===== src/rtl/cic_pkg.sv =====
// Shared CIC constants, used by the integrator chain and the comb/decimator so
// that the data widths and stage counts agree across the filter.
package cic_pkg;

  localparam int unsigned CIC_WIDTH  = 18;
  localparam int unsigned CIC_DECIM  = 16;
  localparam int unsigned CIC_STAGES = 3;

  // Width of a counter that runs 0..decim-1.
  function automatic int unsigned cnt_width(input int unsigned decim);
    return (decim < 2) ? 1 : $clog2(decim);
  endfunction

endpackage


===== src/rtl/comb_stage.sv =====
// One CIC comb (differentiator) stage with a differential delay of 1.
// When en is high: y <= x - previous x (mod 2^WIDTH), and x is remembered.
module comb_stage #(
  parameter int unsigned WIDTH = 18
) (
  input  logic             clk,
  input  logic             rst_n,
  input  logic             en,
  input  logic [WIDTH-1:0] x,
  output logic [WIDTH-1:0] y
);

  logic [WIDTH-1:0] delay_q, delay_d;
  logic [WIDTH-1:0] diff_q,  diff_d;

  always_comb begin
    delay_d = delay_q;
    diff_d  = diff_q;
    if (en) begin
      diff_d  = x - delay_q;
      delay_d = x;
    end
  end

  always_ff @(posedge clk) begin
    if (!rst_n) begin
      delay_q <= '0;
      diff_q  <= '0;
    end else begin
      delay_q <= delay_d;
      diff_q  <= diff_d;
    end
  end

  assign y = diff_q;

endmodule


===== src/rtl/cic_comb_decim.sv =====
// CIC decimator back end: downsample the last integrator output by DECIM and
// run STAGES pipelined comb stages at the decimated rate.
module cic_comb_decim
  import cic_pkg::*;
#(
  parameter int unsigned WIDTH  = CIC_WIDTH,
  parameter int unsigned DECIM  = CIC_DECIM,
  parameter int unsigned STAGES = CIC_STAGES
) (
  input  logic             clk,
  input  logic             rst_n,
  input  logic [WIDTH-1:0] data_in,
  output logic [WIDTH-1:0] data_out,
  output logic             valid_out
);

  localparam int unsigned CNT_W = cnt_width(DECIM);
  localparam logic [CNT_W-1:0] CNT_LAST = CNT_W'(DECIM - 1);

  logic [CNT_W-1:0] cnt_q, cnt_d;
  logic [WIDTH-1:0] s0_q, s0_d;
  logic [STAGES:0]  v_q, v_d;
  logic             strobe;

  // chain[0] is the captured sample, chain[k] the output of comb stage k.
  logic [WIDTH-1:0] chain [0:STAGES];

  assign strobe = (cnt_q == CNT_LAST);

  always_comb begin
    cnt_d = strobe ? '0 : cnt_q + CNT_W'(1);
    s0_d  = strobe ? data_in : s0_q;
    v_d   = {v_q[STAGES-1:0], strobe};
  end

  always_ff @(posedge clk) begin
    if (!rst_n) begin
      cnt_q <= '0;
      s0_q  <= '0;
      v_q   <= '0;
    end else begin
      cnt_q <= cnt_d;
      s0_q  <= s0_d;
      v_q   <= v_d;
    end
  end

  assign chain[0] = s0_q;

  for (genvar k = 1; k <= STAGES; k++) begin : g_comb
    comb_stage #(
      .WIDTH(WIDTH)
    ) u_stage (
      .clk  (clk),
      .rst_n(rst_n),
      .en   (v_q[k-1]),
      .x    (chain[k-1]),
      .y    (chain[k])
    );
  end

  assign data_out  = chain[STAGES];
  assign valid_out = v_q[STAGES];

endmodule


===== config.mk =====
export PLATFORM = sky130hd
export DESIGN_NAME = cic_comb_decim
export DESIGN_NICKNAME = d
export VERILOG_FILES = /design/src/rtl/cic_pkg.sv /design/src/rtl/comb_stage.sv /design/src/rtl/cic_comb_decim.sv
export SDC_FILE = /design/constraint.sdc
export NUM_CORES = 1
export LEC_CHECK = 0
export ABC_CLOCK_PERIOD_IN_PS = 3200
export CAP_MARGIN = 40
export CELL_PAD_IN_SITES_DETAIL_PLACEMENT = 1
export CELL_PAD_IN_SITES_GLOBAL_PLACEMENT = 1
export CORE_UTILIZATION = 40
export CTS_CLUSTER_DIAMETER = 50
export CTS_CLUSTER_SIZE = 28
export DETAILED_ROUTE_END_ITERATION = 10
export DONT_BUFFER_PORTS = 1
export GPL_TIMING_DRIVEN = 0
export PLACE_DENSITY = 0.76
export SLEW_MARGIN = 15
export SYNTH_ARGS = -nofsm -noshare
export SYNTH_HDL_FRONTEND = slang
export SYNTH_SLANG_ARGS = --single-unit
export TNS_END_PERCENT = 50

===== constraint.sdc =====
create_clock -name clk -period 3.2 [get_ports clk]
set_input_delay 0.32 -clock clk [delete_from_list [all_inputs] [get_ports clk]]
set_output_delay 0.32 -clock clk [all_outputs]
set_load 0.005 [all_outputs]

==> impl_table.tex, run 1 <==
\begin{tabular}{lr}
\hline
Metric & Value \\
\hline
\multicolumn{2}{l}{\textbf{Logic synthesis}} \\
\quad Post-Syn Instances & 810 \\
\quad Synthesized-area fraction occupied by xor and xnor cells & 0.0473 \\
\quad Flip-flop and latch count after synthesis & 134 \\
\quad Number of synthesized flops with an enable pin & 0 \\
\quad Dominant combinational cell family by area after synthesis & compound AO/OA/AOI/OAI gates \\
\quad Cell with the most instances after synthesis & sky130\_fd\_sc\_hd\_\_dfxtp\_1 \\
\quad Warning count from the yosys run & 0 \\
\quad Post-Synthesis Cell Area & 7220 um\^{}2 \\
\quad Area fraction in and, or, nand and nor cells after synthesis & 0.132 \\
\quad Netlist cell types & 54 \\
\quad Mux contribution to synthesized area & 0.111 \\
\quad Syn nets & 885 \\
\quad Share of synthesized flip-flops with an asynchronous set or reset & 0 \\
\quad Synthesized area per cell & 8.91 um\^{}2 \\
\quad Synth Area in Compound Gates & 0.163 \\
\quad Most area-hungry cell type in the Yosys netlist & sky130\_fd\_sc\_hd\_\_dfxtp\_1 \\
\quad Sequential share of the synthesized area & 0.372 \\
\quad Most used DFF post-synth & sky130\_fd\_sc\_hd\_\_dfxtp\_1 \\
\quad Top cells by instance count after synthesis & sky130\_fd\_sc\_hd\_\_dfxtp\_1, sky130\_fd\_sc\_hd\_\_nor2\_1, sky130\_fd\_sc\_hd\_\_mux2i\_1 \\
\quad Fraction of post-synthesis cell area in the top cell type by area & 0.372 \\
\quad Largest cells by area after synthesis & sky130\_fd\_sc\_hd\_\_dfxtp\_1, sky130\_fd\_sc\_hd\_\_mux2i\_1, sky130\_fd\_sc\_hd\_\_ha\_1, sky130\_fd\_sc\_hd\_\_nor2\_1, sky130\_fd\_sc\_hd\_\_inv\_1 \\
\quad Post-synthesis share of cell area spent on full adders, half adders and majority gates & 0.0984 \\
\multicolumn{2}{l}{\textbf{Cells and area}} \\
\quad Antenna Cells & 0 \\
\quad Final-layout fill cell count & 2,037 \\
\quad Fin nets & 914 \\
\quad Area growth from synthesis to layout & 13.4\% \\
\quad Combined flip-flop and latch cell area & 2680 um\^{}2 \\
\quad Area of the multi-input gates & 3980 um\^{}2 \\
\quad Proportion of layout cells with a drive suffix above 1 & 0.0752 \\
\multicolumn{2}{l}{\textbf{Worst setup path}} \\
\quad Highest cell delay on the worst timing path & 430 ps \\
\quad Dominant delay contributor by cell family on the critical path & compound AO/OA/AOI/OAI gates \\
\quad Worst Path Max Fanout & 3 \\
\quad Crit. End Element & flip-flop \\
\quad Critical Path Most Common Cell & sky130\_fd\_sc\_hd\_\_inv\_1 \\
\quad Number of buffers and inverters on the critical path & 2 \\
\quad Data arrival, critical path & 3000 ps \\
\quad Setup CP Type & reg -> reg \\
\quad Slowest library cell on the worst path & sky130\_fd\_sc\_hd\_\_fa\_1 \\
\quad Sequence of cells on the critical path & inv\_1 -> ha\_1 -> inv\_1 -> fa\_1 -> a211o\_1 -> a211oi\_1 -> o21ai\_0 -> a31oi\_1 -> xnor2\_1 -> mux2i\_1 -> nor2\_1 \\
\quad Required time worst endpoint & 3500 ps \\
\quad Startpoint types & flip-flop \\
\multicolumn{2}{l}{\textbf{CTS}} \\
\quad Clock Tree Buf Depth & 2 \\
\quad Number of H-tree levels & 4 \\
\quad Clock latency of the later-clocked register in the worst-skew pair & 430 ps \\
\quad Clock buffers created by TritonCTS & 17 \\
\quad CTS tree & built \\
\quad Number of instances resized during post-cts repair & 0 \\
\quad Clock slew at the register clock pins of the worst setup and hold paths & 60 ps \\
\quad CTS root buf & sky130\_fd\_sc\_hd\_\_clkbuf\_16 \\
\quad Number of clock sinks seen by CTS & 134 \\
\multicolumn{2}{l}{\textbf{Die}} \\
\quad I/O pin count & 39 \\
\quad Die area & 18,600 um\^{}2 \\
\quad Number of standard-cell rows in the floorplan & 48 \\
\quad Horizontal die dimension & 136 um \\
\quad Starting density of the core & 0.413 \\
\quad Die Height & 136 um \\
\quad Core region area & 17,500 um\^{}2 \\
\multicolumn{2}{l}{\textbf{Timing}} \\
\quad Number of hold violations in the final report & 0 \\
\quad Worst clock skew & 6.88 ps \\
\quad Setup repair after global routing missed its margin & no \\
\quad Number of pins exceeding their max-slew limit in the final report & 0 \\
\quad Final period utilization & 0.845 \\
\quad Total Negative Setup Slacks & 0 ps \\
\quad Least-Margin Pin Slew & 846 ps \\
\quad Setup violators final & 0 \\
\quad Slew Limit Headroom & 0.434 \\
\quad Post-layout min period & 2700 ps \\
\quad Highest Clock Rate & 370 MHz \\
\multicolumn{2}{l}{\textbf{Place}} \\
\quad Count of input and output buffers & 0 \\
\quad DP Wirelength & 12,900 um \\
\quad Routability cong. & 0.821 \\
\multicolumn{2}{l}{\textbf{GRT}} \\
\quad Aggregate global-route resource usage & 0.205 \\
\quad Remaining Overflow, GRT & 0 \\
\quad Largest net degree at the start of global routing & 17 \\
\quad Antenna violations before repair & 0 \\
\quad Wire length of the first global-routing pass & 29,300 um \\
\quad Vias in the first global route & 5,961 \\
\multicolumn{2}{l}{\textbf{Detailed routing}} \\
\quad Total number of vias & 5,633 \\
\quad Average wire per cell in the routed design & 16.2 um \\
\quad Drt via density & 5.24 \\
\quad Number of DRC violations after detailed routing & 0 \\
\quad DRT Wirelength & 17,400 um \\
\quad Final antenna-violating net count & 0 \\
\quad DR iter-0 viols & 182 \\
\quad Number of iterations in the first detailed-routing pass & 4 \\
\multicolumn{2}{l}{\textbf{Power}} \\
\quad Combinational share of power & 0.016 \\
\quad Relative contribution of the clock network to total power & 0.527 \\
\quad Overall power of the completed layout & 3.66 mW \\
\quad Static leakage & 3.21 nW \\
\quad Fraction of power consumed by sequential logic & 0.457 \\
\quad Net load switching power & 0.793 mW \\
\quad Sw frac & 0.217 \\
\quad Internal portion of total power & 2.87 mW \\
\quad Pwr dens & 447 nW/um\^{}2 \\
\quad Peak ir drop on the vdd network & 393 uV \\
\multicolumn{2}{l}{\textbf{Outcome}} \\
\quad Outcome & finished clean \\
\multicolumn{2}{l}{\textbf{Job}} \\
\quad Count of max-cap constraint violations & 0 \\
\multicolumn{2}{l}{\textbf{Worst hold path}} \\
\quad Class of the tightest hold or removal check & in -> reg \\
\hline
\end{tabular}
[layer usage]
layer / global-route usage / up-vias / share of wire
li1: - / 2867 / -
met2: 0.375 / 72 / 0.50
met4: 0.0846 / 0 / 0.021
met5: 0 / - / 0
met3: 0.0403 / 28 / 0.022
met1: 0.231 / 2666 / 0.45
[path summary, 6_finish.rpt]
path | startpoint | endpoint | slack (ps) | cells after the start
worst max register to register | s0_q[0] | g_comb[1].u_stage.y[14] | 500 | 11
worst min register to register | cnt_q[0] | cnt_q[0] | 460 | 1
worst max-delay path | s0_q[0] | g_comb[1].u_stage.y[14] | 500 | 11
worst min-delay path | data_in[6] | s0_q[6] | 10 | 1
[state kept, by name (all words and copies together) (netlist names)]
register	cells
g_comb.u_stage.y	54
s0_q	18
v_q	4
g_comb.u_stage.delay_q	54
cnt_q	4
[area by class of cell]
class | instances | share of cell area
Inverter | 69 | 0.0316
Tap cell | 225 | 0.0344
Clock buffer | 19 | 0.0553
Sequential cell | 134 | 0.328
Buffer | 54 | 0.0364
Multi-Input combinational cell | 553 | 0.486
Timing Repair Buffer | 10 | 0.0124
Clock inverter | 12 | 0.0157
[placed cells by master (no fill, tap or decap), types with 3 or more instances in the layout]
master / count
sky130_fd_sc_hd__dfxtp_1: 134
sky130_fd_sc_hd__nor2_1: 110
sky130_fd_sc_hd__mux2i_1: 79
sky130_fd_sc_hd__inv_1: 69
sky130_fd_sc_hd__ha_1: 52
sky130_fd_sc_hd__nand2_1: 34
sky130_fd_sc_hd__o21ai_0: 28
sky130_fd_sc_hd__clkbuf_1: 27
sky130_fd_sc_hd__xnor2_1: 26
sky130_fd_sc_hd__a21oi_1: 25
sky130_fd_sc_hd__nand3_1: 22
sky130_fd_sc_hd__a21o_1: 21
sky130_fd_sc_hd__a211oi_1: 20
sky130_fd_sc_hd__buf_4: 19
sky130_fd_sc_hd__a22o_1: 17
sky130_fd_sc_hd__clkbuf_16: 17
sky130_fd_sc_hd__a31oi_1: 14
sky130_fd_sc_hd__xor2_1: 13
sky130_fd_sc_hd__nand3b_1: 9
sky130_fd_sc_hd__dlygate4sd3_1: 9
sky130_fd_sc_hd__nor2b_1: 7
sky130_fd_sc_hd__o211ai_1: 7
sky130_fd_sc_hd__nand4_1: 7
sky130_fd_sc_hd__o21a_1: 6
sky130_fd_sc_hd__o21bai_1: 5
sky130_fd_sc_hd__or2_2: 5
sky130_fd_sc_hd__buf_1: 4
sky130_fd_sc_hd__a211o_1: 4
sky130_fd_sc_hd__buf_6: 4
sky130_fd_sc_hd__clkinv_2: 4
sky130_fd_sc_hd__and2_1: 3
sky130_fd_sc_hd__o221ai_1: 3
sky130_fd_sc_hd__fa_1: 3
sky130_fd_sc_hd__clkinvlp_4: 3
[per-stage QoR]
| stage | hold WS (ps) | worst slack [ps] | area (um^2) | utilization | std cells |
|---|---|---|---|---|---|
| floorplan | 418 | 833 | 7220 | - | 810 |
| global placement | 436 | 552 | 7500 | 0.429 | 1035 |
| detailed placement | 450 | 522 | 7500 | 0.429 | 1035 |
| CTS | 0.974 | 485 | 8170 | 0.468 | 1075 |
| global route | 1.62 | 287 | 8190 | 0.468 | 1076 |
| finish | 14.2 | 496 | 8190 | 0.468 | 1076 |
[repair_timing]
item | in CTS | in global routing
hold buffers | 9 | 0
buffers inserted | 0 | 0
hold endpoints to repair | 9 | 0
[power groups by stage]
stage                     logic (mW)  registers, mW  clock network, mW
after floorplan               0.0303           1.71                  0
after global placement        0.0497           1.71                  0
after detailed placement      0.0506           1.71                  0
after CTS                     0.0597           1.67               1.96
after global routing          0.0635           1.67               2.03
final                         0.0586           1.67               1.93
[cell families (layout without fill, tap and decap cells)]
group / after synthesis / in the layout
AO/OA/AOI/OAI: 168 / 168
XOR/XNOR: 39 / 39
multiplexers: 80 / 80
adder cells (fa/ha/maj): 55 / 55
flip-flops: 134 / 134
AND/OR/NAND/NOR: 211 / 211
buffers and inverters: 123 / 164
Power figures use the tool's default switching activity.
==> run 2: changes to the inputs <==
--- a/config.mk
+++ b/config.mk
@@ -5,7 +5,7 @@
 export SDC_FILE = /design/constraint.sdc
 export NUM_CORES = 1
 export LEC_CHECK = 0
-export ABC_CLOCK_PERIOD_IN_PS = 3200
+export ABC_CLOCK_PERIOD_IN_PS = 2350
 export CAP_MARGIN = 40
 export CELL_PAD_IN_SITES_DETAIL_PLACEMENT = 1
 export CELL_PAD_IN_SITES_GLOBAL_PLACEMENT = 1
@@ -15,7 +15,7 @@
 export DETAILED_ROUTE_END_ITERATION = 10
 export DONT_BUFFER_PORTS = 1
 export GPL_TIMING_DRIVEN = 0
-export PLACE_DENSITY = 0.76
+export PLACE_DENSITY = 0.78
 export SLEW_MARGIN = 15
 export SYNTH_ARGS = -nofsm -noshare
 export SYNTH_HDL_FRONTEND = slang
==> constraint.sdc (replaced) <==
create_clock -name clk -period 2.35 [get_ports clk]
set_input_delay 0.235 -clock clk [delete_from_list [all_inputs] [get_ports clk]]
set_output_delay 0.235 -clock clk [all_outputs]
set_load 0.005 [all_outputs]
==> impl_table.tex, run 2 (synthesis gave the netlist of run 1 again) <==
\begin{tabular}{lr}
\hline
Metric & Value \\
\hline
\multicolumn{2}{l}{\textbf{CTS}} \\
\quad Clock slew at the register clock pins of the worst setup and hold paths & 60 ps (about the same) \\
\quad Clock latency of the later-clocked register in the worst-skew pair & 430 ps (about the same) \\
\quad Clock buffers created by TritonCTS & 17 (unchanged) \\
\quad Number of clock sinks seen by CTS & 134 (unchanged) \\
\quad CTS tree & built \\
\quad CTS root buf & sky130\_fd\_sc\_hd\_\_clkbuf\_16 \\
\quad Number of H-tree levels & 4 (unchanged) \\
\quad Clock Tree Buf Depth & 2 (unchanged) \\
\multicolumn{2}{l}{\textbf{Cells and area}} \\
\quad Antenna Cells & 0 (unchanged) \\
\quad Area of all placed cells without fillers & 8550 um\^{}2 (+4.4\%) \\
\quad Fin nets & 938 (+2.6\%) \\
\quad Leading cell type in the layout, fill and taps excluded & sky130\_fd\_sc\_hd\_\_dfxtp\_1 \\
\quad Most frequent cells in the layout & sky130\_fd\_sc\_hd\_\_dfxtp\_1, sky130\_fd\_sc\_hd\_\_nor2\_1, sky130\_fd\_sc\_hd\_\_mux2i\_1, sky130\_fd\_sc\_hd\_\_inv\_1, sky130\_fd\_sc\_hd\_\_ha\_1 \\
\quad Final-layout fill cell count & 2,007 (-1.5\%) \\
\quad Area growth from synthesis to layout & 18.4\% \\
\quad Proportion of layout cells with a drive suffix above 1 & 0.127 (+0.0515) \\
\quad Non-filler cells, final & 1,101 (+2.3\%) \\
\quad Registers with the highest flip-flop counts & g\_comb.u\_stage.delay\_q x54, g\_comb.u\_stage.y x54, s0\_q x18 \\
\multicolumn{2}{l}{\textbf{Worst setup path}} \\
\quad Startpoint types & flip-flop \\
\quad Required time worst endpoint & 2710 ps (-790 ps) \\
\quad Crit Reg-Reg Startpoint & s0\_q[0] \\
\quad Worst Path Max Fanout & 3 (unchanged) \\
\quad Critical path startpoint & s0\_q[0] \\
\quad Number of cell instances on the worst register-to-register path & 11 (unchanged) \\
\quad Crit. End Element & flip-flop \\
\quad Slack of the worst reg-to-reg path & -50 ps (-550 ps) \\
\quad Capture point of the critical path & g\_comb[1].u\_stage.y[14] \\
\quad Data arrival, critical path & 2760 ps (-240 ps) \\
\quad Setup CP Type & reg -> reg \\
\quad Reg-to-Reg End & g\_comb[1].u\_stage.y[14] \\
\multicolumn{2}{l}{\textbf{Timing}} \\
\quad Setup repair after global routing missed its margin & yes \\
\quad Worst clock skew & 8.56 ps (+1.68 ps) \\
\quad Final period utilization & 1.02 (+0.177) \\
\quad Least-Margin Pin Slew & 867 ps (+20.7 ps) \\
\quad Highest Clock Rate & 416 MHz (+13\%) \\
\quad Post-layout min period & 2400 ps (-302 ps) \\
\quad Number of pins exceeding their max-slew limit in the final report & 0 (unchanged) \\
\quad Setup violators final & 2 (+2) \\
\quad Number of hold violations in the final report & 0 (unchanged) \\
\quad Fin worst setup slack & -52.5 ps (-548 ps) \\
\quad Slew Limit Headroom & 0.422 (-0.0117) \\
\multicolumn{2}{l}{\textbf{Die}} \\
\quad Core region area & 17,500 um\^{}2 (unchanged) \\
\quad Starting density of the core & 0.413 (unchanged) \\
\quad Horizontal die dimension & 136 um (unchanged) \\
\quad Die area & 18,600 um\^{}2 (unchanged) \\
\quad Die Height & 136 um (unchanged) \\
\quad Number of standard-cell rows in the floorplan & 48 (unchanged) \\
\quad I/O pin count & 39 (unchanged) \\
\multicolumn{2}{l}{\textbf{Power}} \\
\quad Peak ir drop on the vdd network & 732 uV (+86\%) \\
\quad Fraction of power consumed by sequential logic & 0.454 (-0.003) \\
\quad Relative contribution of the clock network to total power & 0.528 (about the same) \\
\quad Pwr dens & 588 nW/um\^{}2 (+31\%) \\
\quad Overall power of the completed layout & 5.02 mW (+37\%) \\
\quad Net load switching power & 1.12 mW (+41\%) \\
\quad Internal portion of total power & 3.90 mW (+36\%) \\
\quad Sw frac & 0.223 (+0.00616) \\
\quad Static leakage & 3.34 nW (+4.1\%) \\
\quad Combinational share of power & 0.018 (+0.002) \\
\multicolumn{2}{l}{\textbf{Place}} \\
\quad Dpl cell area & 7510 um\^{}2 (about the same) \\
\quad DP Wirelength & 12,700 um (-1.8\%) \\
\quad Routability cong. & 0.845 (+2.8\%) \\
\quad Count of input and output buffers & 0 (unchanged) \\
\quad Number of instances in the placed design & 1,035 (unchanged) \\
\multicolumn{2}{l}{\textbf{Detailed routing}} \\
\quad Total number of vias & 5,779 (+2.6\%) \\
\quad Number of iterations in the first detailed-routing pass & 6 (+2) \\
\quad DRT Wirelength & 17,800 um (+2.1\%) \\
\quad Drt via density & 5.25 (+0.26\%) \\
\quad Final antenna-violating net count & 0 (unchanged) \\
\quad DR iter-0 viols & 219 (+20\%) \\
\quad Average wire per cell in the routed design & 16.1 um (-0.21\%) \\
\quad Number of DRC violations after detailed routing & 0 (unchanged) \\
\multicolumn{2}{l}{\textbf{GRT}} \\
\quad Wire length of the first global-routing pass & 29,300 um (about the same) \\
\quad Antenna violations before repair & 0 (unchanged) \\
\quad Largest net degree at the start of global routing & 17 (unchanged) \\
\quad Vias in the first global route & 6,010 (+0.82\%) \\
\quad Remaining Overflow, GRT & 0 (unchanged) \\
\quad Aggregate global-route resource usage & 0.204 (-0.00116) \\
\multicolumn{2}{l}{\textbf{Worst hold path}} \\
\quad Class of the tightest hold or removal check & in -> reg \\
\quad Worst hold start & rst\_n \\
\multicolumn{2}{l}{\textbf{Outcome}} \\
\quad Outcome & finished, violations left \\
\quad Violations in the final reports & negative setup slack \\
\multicolumn{2}{l}{\textbf{Job}} \\
\quad Count of max-cap constraint violations & 0 (unchanged) \\
\hline
\end{tabular}
-- run 2: what timing repair did --
item | in CTS | in global routing
hold endpoints to repair | 18 | 0
hold buffers | 18 | 0
pin swaps | 20 | 13
endpoints found under the setup margin | 16 | 24
gates resized for setup | 27 | 20
buffers inserted | 8 | 8
-- run 2: final cells by class --
| cell class | instances | area [um^2] | area share |
|---|---|---|---|
| multi-input cells | 553 | 4130 | 0.483 |
| flip-flops and latches | 134 | 2690 | 0.315 |
| clock buffers | 18 | 439 | 0.0514 |
| repair buffers | 34 | 300 | 0.0351 |
| plain buffers | 54 | 298 | 0.0348 |
| well taps | 225 | 282 | 0.0329 |
| inverters | 69 | 259 | 0.0303 |
| clock inverters | 14 | 150 | 0.0176 |
-- run 2: metal layers --
metal	share of wire	vias up	routed length, um	track usage
li1	-	2923	-	-
met5	0	-	0	0
met4	0.019	0	346	0.0790
met2	0.51	98	9000	0.373
met1	0.44	2734	7890	0.230
met3	0.029	24	516	0.0429
-- run 2: metrics by stage --
stage | util | worst slack, ps | hold WS (ps) | setup TNS (ps)
2_1_floorplan | - | 7.02 | 344 | 0
3_5_place_dp | 0.430 | -371 | 365 | -3270
5_1_grt | 0.489 | -155 | 210 | -923
6_report | 0.489 | -52.5 | 186 | -92.9
3_3_place_gp | 0.430 | -301 | 361 | -2350
4_1_cts | 0.482 | -107 | 177 | -159
-- run 2: how the worst min path moves through the flow --
| stage | endpoint | slack, ps | cells past startpoint |
|---|---|---|---|
| after floorplan | s0_q[0] | 340 | 2 |
| after global placement | s0_q[9] | 360 | 1 |
| after detailed placement | s0_q[7] | 360 | 1 |
| after CTS | g_comb[2].u_stage.y[7] | 180 | 2 |
| after global routing | g_comb[2].u_stage.y[12] | 210 | 2 |
| final | g_comb[2].u_stage.y[10] | 190 | 2 |
-- run 2: power by group through the flow --
stage | registers (mW) | logic (mW) | clock network (mW)
after global routing | 2.28 | 0.101 | 2.81
after detailed placement | 2.33 | 0.0674 | 0
final | 2.28 | 0.0919 | 2.65
after CTS | 2.28 | 0.0918 | 2.71
after floorplan | 2.33 | 0.0413 | 0
after global placement | 2.33 | 0.0664 | 0
-- run 2: critical path, stage by stage (launching register included) --
cell and delay [ps]:
sky130_fd_sc_hd__dfxtp_2 330, sky130_fd_sc_hd__inv_2 90, sky130_fd_sc_hd__ha_4 140, sky130_fd_sc_hd__inv_2 40
sky130_fd_sc_hd__fa_2 360, sky130_fd_sc_hd__a211o_1 310, sky130_fd_sc_hd__a211oi_4 290, sky130_fd_sc_hd__o21ai_1 120
sky130_fd_sc_hd__a31oi_1 230, sky130_fd_sc_hd__xnor2_1 170, sky130_fd_sc_hd__mux2i_1 110, sky130_fd_sc_hd__nor2_1 150
==> run 3: changes to the inputs <==
--- a/config.mk
+++ b/config.mk
@@ -5,7 +5,7 @@
 export SDC_FILE = /design/constraint.sdc
 export NUM_CORES = 1
 export LEC_CHECK = 0
-export ABC_CLOCK_PERIOD_IN_PS = 2350
+export ABC_CLOCK_PERIOD_IN_PS = 2900
 export CAP_MARGIN = 40
 export CELL_PAD_IN_SITES_DETAIL_PLACEMENT = 1
 export CELL_PAD_IN_SITES_GLOBAL_PLACEMENT = 1
@@ -15,7 +15,7 @@
 export DETAILED_ROUTE_END_ITERATION = 10
 export DONT_BUFFER_PORTS = 1
 export GPL_TIMING_DRIVEN = 0
-export PLACE_DENSITY = 0.78
+export PLACE_DENSITY = 0.76
 export SLEW_MARGIN = 15
 export SYNTH_ARGS = -nofsm -noshare
 export SYNTH_HDL_FRONTEND = slang
==> constraint.sdc (replaced) <==
create_clock -name clk -period 2.9 [get_ports clk]
set_input_delay 0.29 -clock clk [delete_from_list [all_inputs] [get_ports clk]]
set_output_delay 0.29 -clock clk [all_outputs]
set_load 0.005 [all_outputs]
==> impl_table.tex, run 3 (synthesis gave the netlist of run 1 again) <==
\begin{tabular}{lr}
\hline
Metric & Value \\
\hline
\multicolumn{2}{l}{\textbf{Outcome}} \\
\quad Outcome & finished clean \\
\multicolumn{2}{l}{\textbf{Cells and area}} \\
\quad Fin nets & 922 (-1.7\%) \\
\quad Proportion of layout cells with a drive suffix above 1 & 0.0757 (-0.0510) \\
\quad Final-layout fill cell count & 2,031 (+1.2\%) \\
\quad Leading cell type in the layout, fill and taps excluded & sky130\_fd\_sc\_hd\_\_dfxtp\_1 \\
\quad Registers with the highest flip-flop counts & g\_comb.u\_stage.delay\_q x54, g\_comb.u\_stage.y x54, s0\_q x18 \\
\quad Antenna Cells & 0 (unchanged) \\
\quad Area growth from synthesis to layout & 14.5\% \\
\quad Most frequent cells in the layout & sky130\_fd\_sc\_hd\_\_dfxtp\_1, sky130\_fd\_sc\_hd\_\_nor2\_1, sky130\_fd\_sc\_hd\_\_mux2i\_1, sky130\_fd\_sc\_hd\_\_inv\_1, sky130\_fd\_sc\_hd\_\_ha\_1 \\
\multicolumn{2}{l}{\textbf{Worst hold path}} \\
\quad Cell depth of the worst min-delay path & 2 (unchanged) \\
\quad Worst-case hold path end point & s0\_q[0] \\
\quad Worst hold start & data\_in[0] \\
\quad Class of the tightest hold or removal check & in -> reg \\
\multicolumn{2}{l}{\textbf{Job}} \\
\quad Count of max-cap constraint violations & 0 (unchanged) \\
\multicolumn{2}{l}{\textbf{CTS}} \\
\quad Clock slew at the register clock pins of the worst setup and hold paths & 60 ps (about the same) \\
\quad Clock Tree Buf Depth & 2 (unchanged) \\
\quad CTS tree & built \\
\quad Number of clock sinks seen by CTS & 134 (unchanged) \\
\quad CTS root buf & sky130\_fd\_sc\_hd\_\_clkbuf\_16 \\
\quad Number of H-tree levels & 4 (unchanged) \\
\quad Setup fix buffers added after clock tree synthesis & 0 (-8) \\
\quad Clock buffers created by TritonCTS & 17 (unchanged) \\
\quad Clock latency of the later-clocked register in the worst-skew pair & 430 ps (about the same) \\
\multicolumn{2}{l}{\textbf{Die}} \\
\quad Die Height & 136 um (unchanged) \\
\quad Horizontal die dimension & 136 um (unchanged) \\
\quad Die area & 18,600 um\^{}2 (unchanged) \\
\quad I/O pin count & 39 (unchanged) \\
\quad Core region area & 17,500 um\^{}2 (unchanged) \\
\quad Number of standard-cell rows in the floorplan & 48 (unchanged) \\
\quad Starting density of the core & 0.413 (unchanged) \\
\multicolumn{2}{l}{\textbf{Place}} \\
\quad Setup slack at placement & 222 ps (+593 ps) \\
\quad DP Wirelength & 12,900 um (+1.8\%) \\
\quad Routability cong. & 0.821 (-2.8\%) \\
\quad Count of input and output buffers & 0 (unchanged) \\
\multicolumn{2}{l}{\textbf{GRT}} \\
\quad Largest net degree at the start of global routing & 17 (unchanged) \\
\quad Vias in the first global route & 6,025 (+0.25\%) \\
\quad Remaining Overflow, GRT & 0 (unchanged) \\
\quad Aggregate global-route resource usage & 0.207 (+0.00270) \\
\quad Antenna violations before repair & 0 (unchanged) \\
\quad Wire length of the first global-routing pass & 29,600 um (+0.97\%) \\
\multicolumn{2}{l}{\textbf{Timing}} \\
\quad Total Negative Setup Slacks & 0 ps (+92.9 ps) \\
\quad Final period utilization & 0.919 (-0.103) \\
\quad Highest Clock Rate & 375 MHz (-9.9\%) \\
\quad Fin worst setup slack & 235 ps (+287 ps) \\
\quad Slew Limit Headroom & 0.433 (+0.0107) \\
\quad Number of hold violations in the final report & 0 (unchanged) \\
\quad Post-layout min period & 2670 ps (+263 ps) \\
\quad Least-Margin Pin Slew & 848 ps (-19.2 ps) \\
\quad Setup violators final & 0 (-2) \\
\quad Setup repair after global routing missed its margin & no \\
\quad Worst clock skew & 7.04 ps (-1.51 ps) \\
\quad Number of pins exceeding their max-slew limit in the final report & 0 (unchanged) \\
\multicolumn{2}{l}{\textbf{Detailed routing}} \\
\quad Drt via density & 5.23 (-0.40\%) \\
\quad Number of DRC violations after detailed routing & 0 (unchanged) \\
\quad DRT Wirelength & 17,400 um (-1.7\%) \\
\quad Number of iterations in the first detailed-routing pass & 4 (-2) \\
\quad Total number of vias & 5,667 (-1.9\%) \\
\quad Final antenna-violating net count & 0 (unchanged) \\
\quad DR iter-0 viols & 195 (-11\%) \\
\quad Average wire per cell in the routed design & 16.1 um (-0.21\%) \\
\multicolumn{2}{l}{\textbf{Worst setup path}} \\
\quad Number of cell instances on the worst register-to-register path & 11 (unchanged) \\
\quad Dominant delay contributor by cell family on the critical path & compound AO/OA/AOI/OAI gates \\
\quad Critical Path Most Common Cell & sky130\_fd\_sc\_hd\_\_inv\_1 \\
\quad Startpoint types & flip-flop \\
\quad Setup CP Type & reg -> reg \\
\quad Worst Path Max Fanout & 5 (+2) \\
\quad Data arrival, critical path & 2960 ps (+200 ps) \\
\quad Crit Reg-Reg Startpoint & g\_comb[2].u\_stage.y[0] \\
\quad Highest cell delay on the worst timing path & 430 ps (+70 ps) \\
\quad Slack of the worst reg-to-reg path & 230 ps (+290 ps) \\
\quad Slowest library cell on the worst path & sky130\_fd\_sc\_hd\_\_fa\_1 \\
\quad Required time worst endpoint & 3200 ps (+490 ps) \\
\quad Number of buffers and inverters on the critical path & 2 (unchanged) \\
\quad Reg-to-Reg End & g\_comb[3].u\_stage.y[14] \\
\quad Crit. End Element & flip-flop \\
\quad Sequence of cells on the critical path & inv\_1 -> ha\_1 -> inv\_1 -> fa\_1 -> a211o\_1 -> a21oi\_1 -> o21ai\_0 -> a211oi\_1 -> xnor2\_1 -> mux2i\_1 -> nor2\_1 \\
\multicolumn{2}{l}{\textbf{Power}} \\
\quad Pwr dens & 489 nW/um\^{}2 (-17\%) \\
\quad Static leakage & 3.25 nW (-2.9\%) \\
\quad Peak ir drop on the vdd network & 433 uV (-41\%) \\
\hline
\end{tabular}
## run 3: area by class of cell
class | count | area, um^2 | share of cell area
plain buffers | 54 | 298 | 0.0360
clock buffers | 19 | 453 | 0.0548
clock inverters | 12 | 129 | 0.0156
inverters | 69 | 259 | 0.0313
multi-input cells | 553 | 3990 | 0.482
flip-flops and latches | 134 | 2680 | 0.324
well taps | 225 | 282 | 0.0340
repair buffers | 18 | 181 | 0.0219
## run 3: repair_timing
action	CTS	global route
resized for setup	0	1
endpoints found under the setup margin	0	2
endpoints found under the hold margin	17	0
hold buffers	17	0
## run 3: how the worst max path moves through the flow
stage | start | endpoint | slack [ps] | depth (start not counted)
floorplan | g_comb[1].u_stage.y[0] | g_comb[2].u_stage.y[16] | 530 | 11
global placement | g_comb[1].u_stage.y[0] | g_comb[2].u_stage.y[16] | 250 | 11
detailed placement | g_comb[1].u_stage.y[0] | g_comb[2].u_stage.y[16] | 220 | 11
CTS | s0_q[0] | g_comb[1].u_stage.y[14] | 190 | 11
global route | g_comb[2].u_stage.y[0] | g_comb[3].u_stage.y[14] | 10 | 11
finish | g_comb[2].u_stage.y[0] | g_comb[3].u_stage.y[14] | 230 | 11
## run 3: per-layer routing
metal  vias up  wire (um)  track usage
li1       2882          -            -
met1      2686       7910        0.232
met2        69       8800        0.378
met3        30        370       0.0406
met4         0        358       0.0846
met5         -          0            0
## run 3: where the power goes
part	internal, mW	switching [mW]	total, mW
combinational	0.0256	0.0475	0.0731
sequential	1.84	0.00252	1.85
clock	1.30	0.825	2.13
## run 3: through the flow
step                power [mW]  cells   util  hold WS [ps]  cell area, um^2
floorplan                 1.92    810      -           399             7220
global placement          1.94   1035  0.429           416             7500
detailed placement        1.94   1035  0.429           420             7500
CTS                       4.09   1083  0.472          20.0             8250
global route              4.16   1084  0.473          34.1             8270
finish                    4.05   1084  0.473          16.4             8270
## run 3: worst register-to-register path: stages, from the launching register on
cell,delay [ps]
sky130_fd_sc_hd__dfxtp_1,330
sky130_fd_sc_hd__inv_1,60
sky130_fd_sc_hd__ha_1,170
sky130_fd_sc_hd__inv_1,60
sky130_fd_sc_hd__fa_1,430
sky130_fd_sc_hd__a211o_1,330
sky130_fd_sc_hd__a21oi_1,210
sky130_fd_sc_hd__o21ai_0,280
sky130_fd_sc_hd__a211oi_1,350
sky130_fd_sc_hd__xnor2_1,100
sky130_fd_sc_hd__mux2i_1,160
sky130_fd_sc_hd__nor2_1,60
